`config.mk`:
```
export PLATFORM = sky130hd
export DESIGN_NAME = alu_shift_seq
export DESIGN_NICKNAME = d
export VERILOG_FILES = /design/src/rtl/alu_shift_seq.sv
export SDC_FILE = /design/constraint.sdc
export NUM_CORES = 1
export LEC_CHECK = 0
export ABC_AREA = 1
export CORE_UTILIZATION = 42
export DETAILED_ROUTE_END_ITERATION = 10
export GPL_TIMING_DRIVEN = 0
export SYNTH_ARGS = -nofsm -noshare
export SYNTH_HDL_FRONTEND = slang
export SYNTH_SLANG_ARGS = --single-unit
export TNS_END_PERCENT = 5
```
`constraint.sdc`:
```
create_clock -name CLK -period 4.9 [get_ports CLK]
set_input_delay 0.98 -clock CLK [delete_from_list [all_inputs] [get_ports CLK]]
set_output_delay 0.98 -clock CLK [all_outputs]
set_load 0.01 [all_outputs]
```
`src/rtl/alu_shift_seq.sv`:
```
// alu_shift_seq: sequential ALU / shifter with a valid-ready command and response.
//   CLK, rst_n             : clock, synchronous active-low reset
//   cmd_valid/cmd_ready    : command handshake (ready only while IDLE)
//   cmd_kind               : 0 = ALU command, 1 = shift command
//   invertA/invertB        : invert ALU operands (ignored by LESS)
//   operation              : ALU opcode (ADD/AND/OR/LESS parameters)
//   aluSrc1/aluSrc2        : ALU operands
//   leftRight/shamt/sftSrc : shift direction, amount, operand
//   rsp_valid/rsp_ready    : response handshake (valid only while RESP)
//   result/zero/overflow   : registered response data and flags
module alu_shift_seq #(
    parameter logic [1:0] ADD         = 2'b10,
    parameter logic [1:0] AND         = 2'b01,
    parameter logic [1:0] OR          = 2'b00,
    parameter logic [1:0] LESS        = 2'b11,
    parameter logic       SHIFT_RIGHT = 1'b1
) (
    input  logic        CLK,
    input  logic        rst_n,
    input  logic        cmd_valid,
    output logic        cmd_ready,
    input  logic        cmd_kind,
    input  logic        invertA,
    input  logic        invertB,
    input  logic [1:0]  operation,
    input  logic [31:0] aluSrc1,
    input  logic [31:0] aluSrc2,
    input  logic        leftRight,
    input  logic [4:0]  shamt,
    input  logic [31:0] sftSrc,
    output logic        rsp_valid,
    input  logic        rsp_ready,
    output logic [31:0] result,
    output logic        zero,
    output logic        overflow
);

    localparam int unsigned DW = 32;
    localparam int unsigned CW = 5;

    typedef enum logic [1:0] {
        S_IDLE,
        S_ALU,
        S_SHIFT,
        S_RESP
    } state_e;

    state_e          state_q, state_d;
    logic            inv_a_q, inv_a_d;
    logic            inv_b_q, inv_b_d;
    logic [1:0]      op_q, op_d;
    logic [DW-1:0]   src1_q, src1_d;
    logic [DW-1:0]   src2_q, src2_d;
    logic            dir_q, dir_d;
    logic [CW-1:0]   cnt_q, cnt_d;
    logic [DW-1:0]   work_q, work_d;
    logic [DW-1:0]   result_q, result_d;
    logic            zero_q, zero_d;
    logic            ovf_q, ovf_d;
    logic            cmd_ready_q, cmd_ready_d;
    logic            rsp_valid_q, rsp_valid_d;

    logic [DW-1:0]   alu_a, alu_b, alu_sum, alu_res, shifted;
    logic            less;

    // Datapath helpers working on the captured command.
    assign alu_a   = inv_a_q ? ~src1_q : src1_q;
    assign alu_b   = inv_b_q ? ~src2_q : src2_q;
    // Carry-in of invertB turns A + ~B into A - B.
    assign alu_sum = alu_a + alu_b + DW'(inv_b_q);
    // LESS compares the raw operands, independent of the invert bits.
    assign less    = $signed(src1_q) < $signed(src2_q);
    assign shifted = (dir_q == SHIFT_RIGHT) ? (work_q >> 1) : (work_q << 1);

    // ALU result select.
    always_comb begin
        alu_res = '0;
        if (op_q == ADD) begin
            alu_res = alu_sum;
        end else if (op_q == AND) begin
            alu_res = alu_a & alu_b;
        end else if (op_q == OR) begin
            alu_res = alu_a | alu_b;
        end else if (op_q == LESS) begin
            alu_res = {{(DW-1){1'b0}}, less};
        end
    end

    // Next-state and registered-output logic.
    always_comb begin
        state_d     = state_q;
        inv_a_d     = inv_a_q;
        inv_b_d     = inv_b_q;
        op_d        = op_q;
        src1_d      = src1_q;
        src2_d      = src2_q;
        dir_d       = dir_q;
        cnt_d       = cnt_q;
        work_d      = work_q;
        result_d    = result_q;
        zero_d      = zero_q;
        ovf_d       = ovf_q;

        case (state_q)
            S_IDLE: begin
                if (cmd_valid) begin
                    inv_a_d = invertA;
                    inv_b_d = invertB;
                    op_d    = operation;
                    src1_d  = aluSrc1;
                    src2_d  = aluSrc2;
                    dir_d   = leftRight;
                    cnt_d   = shamt;
                    work_d  = sftSrc;
                    state_d = cmd_kind ? S_SHIFT : S_ALU;
                end
            end
            S_ALU: begin
                result_d = alu_res;
                zero_d   = (alu_res == '0);
                ovf_d    = (op_q == ADD) && (alu_a[DW-1] == alu_b[DW-1])
                           && (alu_sum[DW-1] != alu_a[DW-1]);
                state_d  = S_RESP;
            end
            S_SHIFT: begin
                // Count 0 means a single pass-through cycle with no shift.
                if (cnt_q <= CW'(1)) begin
                    result_d = (cnt_q == '0) ? work_q : shifted;
                    zero_d   = (((cnt_q == '0) ? work_q : shifted) == '0);
                    ovf_d    = 1'b0;
                    state_d  = S_RESP;
                end else begin
                    work_d = shifted;
                    cnt_d  = cnt_q - CW'(1);
                end
            end
            S_RESP: begin
                if (rsp_ready) begin
                    state_d = S_IDLE;
                end
            end
            default: state_d = S_IDLE;
        endcase

        cmd_ready_d = (state_d == S_IDLE);
        rsp_valid_d = (state_d == S_RESP);
    end

    // State register with synchronous active-low reset.
    always_ff @(posedge CLK) begin
        if (!rst_n) begin
            state_q     <= S_IDLE;
            inv_a_q     <= 1'b0;
            inv_b_q     <= 1'b0;
            op_q        <= '0;
            src1_q      <= '0;
            src2_q      <= '0;
            dir_q       <= 1'b0;
            cnt_q       <= '0;
            work_q      <= '0;
            result_q    <= '0;
            zero_q      <= 1'b0;
            ovf_q       <= 1'b0;
            cmd_ready_q <= 1'b1;
            rsp_valid_q <= 1'b0;
        end else begin
            state_q     <= state_d;
            inv_a_q     <= inv_a_d;
            inv_b_q     <= inv_b_d;
            op_q        <= op_d;
            src1_q      <= src1_d;
            src2_q      <= src2_d;
            dir_q       <= dir_d;
            cnt_q       <= cnt_d;
            work_q      <= work_d;
            result_q    <= result_d;
            zero_q      <= zero_d;
            ovf_q       <= ovf_d;
            cmd_ready_q <= cmd_ready_d;
            rsp_valid_q <= rsp_valid_d;
        end
    end

    assign cmd_ready = cmd_ready_q;
    assign rsp_valid = rsp_valid_q;
    assign result    = result_q;
    assign zero      = zero_q;
    assign overflow  = ovf_q;

endmodule
```
==> metrics <==
period utilization between 70% and 80%; drt wl/cell between 15 and 20 um; NumNets Final around 2,200; die area ~0.028 mm^2; Fin. Hold Viols 0; maximum operating frequency 0.257 GHz; family with the most delay on the worst path simple AND/OR/NAND/NOR gates; Reg clk slew, reported paths 0.07 ns; r2r worst-path depth 20; Synth warnings 0; vias in the first global route roughly 12,000; cts-stage hold buffer count 0; Setup crit start inv_b_q; CP startpoint kind register; most frequent CP cell nand3_1; mux share of post-synthesis cell area 0%; worst reg-to-reg setup slack approximately 1 ns; total power 9.39 mW; cell count along the critical path 20; post-layout util 51.8%; pwr/cell area 674 mW/mm^2; FF+latch count, synth roughly 140; CP endpoint zero; post-synthesis compound-gate area fraction 20.1%; synth unique cells between 40 and 50; number of synthesized flops with an enable pin 0; GPL Wtd Cong around 0.96; Skew-Pair Late Insertion Delay 0.45 ns; R2R Path Start inv_b_q; Worst Path Required 5.27 ns; # diodes 0; DRC viols 0; Min Hold Slack approximately 0.46 ns; Max Cap Viol 0; worst-path cell chain buf_6 > clkbuf_1 > xnor2_1 > inv_1 > fa_1 > nand2_1 > nand3_1 > nand3_1 > nand2_1 > nand3_1 > nand2_1 > nand2_1 > nand3_1 > nand3_1 > nand2_1 > nor2_1 > nand3_1 > nor2_1 > nand3_1 > a21oi_2; row count 60; Slew Viols, Final 0; antenna viol nets, final 0; vias per cell 5.37; first-pass GRT wire length 67.2 mm; register area share after synthesis 25.2%; predominant post-synthesis flop cell dfxtp_1; FFs w/ async S/R, synth 0%; adder-cell area share of the yosys netlist 10.9%; final instance area around 0.014 mm^2; CTS tree yes; critical path class register to register; Pre-antenna DRT Iters 5; Buf/Inv on CP 3; fin crit period between 3 and 4 ns; CTS Buf Count 17; Syn-to-layout area delta 21.7%; Rel. slew slack 37.5%; post-synthesis xor/xnor area fraction around 5.1%; Post-CTS Setup Bufs 0; Final setup viols 0; maximum fanout along the worst path 10; dpl cells between 2,000 and 2,500; io pins about 150; Slew @ Worst Pin between 0.9 and 1 ns; post-CTS sizing 0; Mean Syn Cell Area about 6.3 um^2; Initial Util between 40% and 50%; Hold WC Path Type register to register; vias post-DR between 10,000 and 15,000; layout cells sized above 1 between 4 and 5%; Max stage delay on crit path 0.68 ns; Crit. End Element register; Mapped Cells roughly 1,800; fin worst setup slack roughly 1.0 ns; core area between 0.02 and 0.03 mm^2; CP Data Arrival Time 4.26 ns; initial antenna violation count 0; clock buffer depth 2; die span in y around 170 um; die width ~170 um; WL final 43.1 mm; largest net degree at the start of global routing 17; Lkg Pwr between 6 and 7 nW; initial DRC count between 900 and 1,000; clock root buffer master clkbuf_16; grt ovf 0; slowest CP cell clkbuf_1; pre-CTS WS roughly 1.1 ns; fin cells between 2,000 and 2,500; Detail Placement HPWL ~36 mm; # H-tree levels 4; input/output buffers between 100 and 150; run status finished clean; unrepaired setup endpoints after global routing false; largest family of logic cells by synthesized area simple AND/OR/NAND/NOR gates; cell area after synthesis 0.0114 mm^2; CTS sink cnt approximately 140; placed cell area ~0.013 mm^2; Max IR drop VDD ~0.26 mV; GRT Total Usage between 30% and 40%; syn_nets roughly 2,000; RR Endpoint zero; Fin Clk Skew approximately 0.021 ns; final setup TNS 0 ns; simple-gate area share of the yosys netlist 26.8%
-- synth_stat cells, types with 2 or more instances --
| cell type | n | area, um^2 |
|---|---|---|
| nand2_1 | 403 | 1510 |
| inv_1 | 264 | 991 |
| o21ai_0 | 204 | 1020 |
| nor2_1 | 153 | 574 |
| dfxtp_1 | 144 | 2880 |
| a21oi_1 | 115 | 576 |
| ha_1 | 98 | 1230 |
| nand3_1 | 89 | 445 |
| clkbuf_1 | 70 | 263 |
| xnor2_1 | 63 | 552 |
| a31oi_1 | 41 | 257 |
| o211ai_1 | 25 | 188 |
| nand4_1 | 21 | 131 |
| o22ai_1 | 19 | 119 |
| buf_2 | 12 | 60.1 |
| nor3_1 | 12 | 60.1 |
| nand2_2 | 9 | 56.3 |
| nor4_1 | 8 | 50.1 |
| o21bai_1 | 7 | 52.6 |
| nand3b_1 | 6 | 45.0 |
| or2_2 | 6 | 37.5 |
| nand3_2 | 5 | 50.1 |
| nor2_2 | 5 | 31.3 |
| a211oi_1 | 3 | 22.5 |
| buf_6 | 3 | 33.8 |
| inv_2 | 3 | 11.3 |
| o21ai_1 | 3 | 15.0 |
| xor2_1 | 3 | 26.3 |
| a21oi_2 | 2 | 17.5 |
| and2_1 | 2 | 12.5 |
| clkinv_1 | 2 | 7.51 |
| nor4_2 | 2 | 25.0 |
-- power by group --
group	switching (mW)	total, mW	internal (mW)	leakage, nW
Combinational	4.04	6.08	2.05	4.80
Sequential	0.336	1.91	1.57	1.19
Clock	0.562	1.40	0.834	0.286
-- sequential cells by signal, indices dropped and copies added, names as in the netlist --
signal and flops:
cmd_ready 1, cnt_q 5, dir_q 1, inv_a_q 1, inv_b_q 1, op_q 2, overflow 1, result 32
rsp_valid 1, src1_q 32, src2_q 32, state_q 2, work_q 32, zero 1
-- logic make-up (layout without fill, tap and decap cells) --
family                   after synthesis  count (layout)
buffers and inverters                356             530
AND/OR/NAND/NOR                      725             725
adder cells (fa/ha/maj)               99              99
XOR/XNOR                              66              66
AO/OA/AOI/OAI                        422             422
flip-flops                           144             144
-- area by class of cell --
class / count / area [um^2]
plain buffers: 87 / 368
clock buffers: 20 / 467
clock inverters: 9 / 135
fillers: 2900 / 13000
inverters: 269 / 1010
multi-input cells: 1312 / 7180
flip-flops and latches: 144 / 2880
well taps: 341 / 427
repair buffers: 145 / 1450
-- metal layers --
layer	GRT usage (%)	vias up	routed length (um)	share of wire [%]
met4	8.09	0	804	1.9
met2	48.9	420	18400	43
met3	5.47	54	2750	6.4
li1	-	6210	-	-
met5	0	-	0	0
met1	44.9	5807	21200	49
-- worst min-delay path by stage --
stage,depth (start not counted),start,slack [ns],endpoint
3_3_place_gp,2,result[24],0.45,result[24]
3_5_place_dp,2,result[22],0.46,result[22]
4_1_cts,2,result[22],0.47,result[22]
6_report,2,result[24],0.46,result[24]
2_1_floorplan,2,src2_q[10],0.46,src2_q[10]
5_1_grt,2,result[0],0.48,result[0]
-- placed cells by master, fill, tap and decap left out, drive strengths merged --
cell and n:
nor4 10, o221ai 1, xnor2 63, o21bai 8
o22ai 19, nand2 412, nand3 94, a31oi 41
a21oi 117, o211ai 25, buf 17, nor3 12
fa 1, o21ai 207, clkbuf 90, clkinvlp 3
nor2 159, clkdlybuf4s50 145, and2 2, or2 9
a211oi 3, ha 98, clkinv 5, nand4 21
xor2 3, inv 267, bufinv 3, a221oi 1
dfxtp 144, nand3b 6
-- worst min-delay path: stages (launching register included) --
cell	delay [ns]
dfxtp_1	0.31
nand2_1	0.06
a21oi_1	0.05
(Power assumes the default switching activity.)
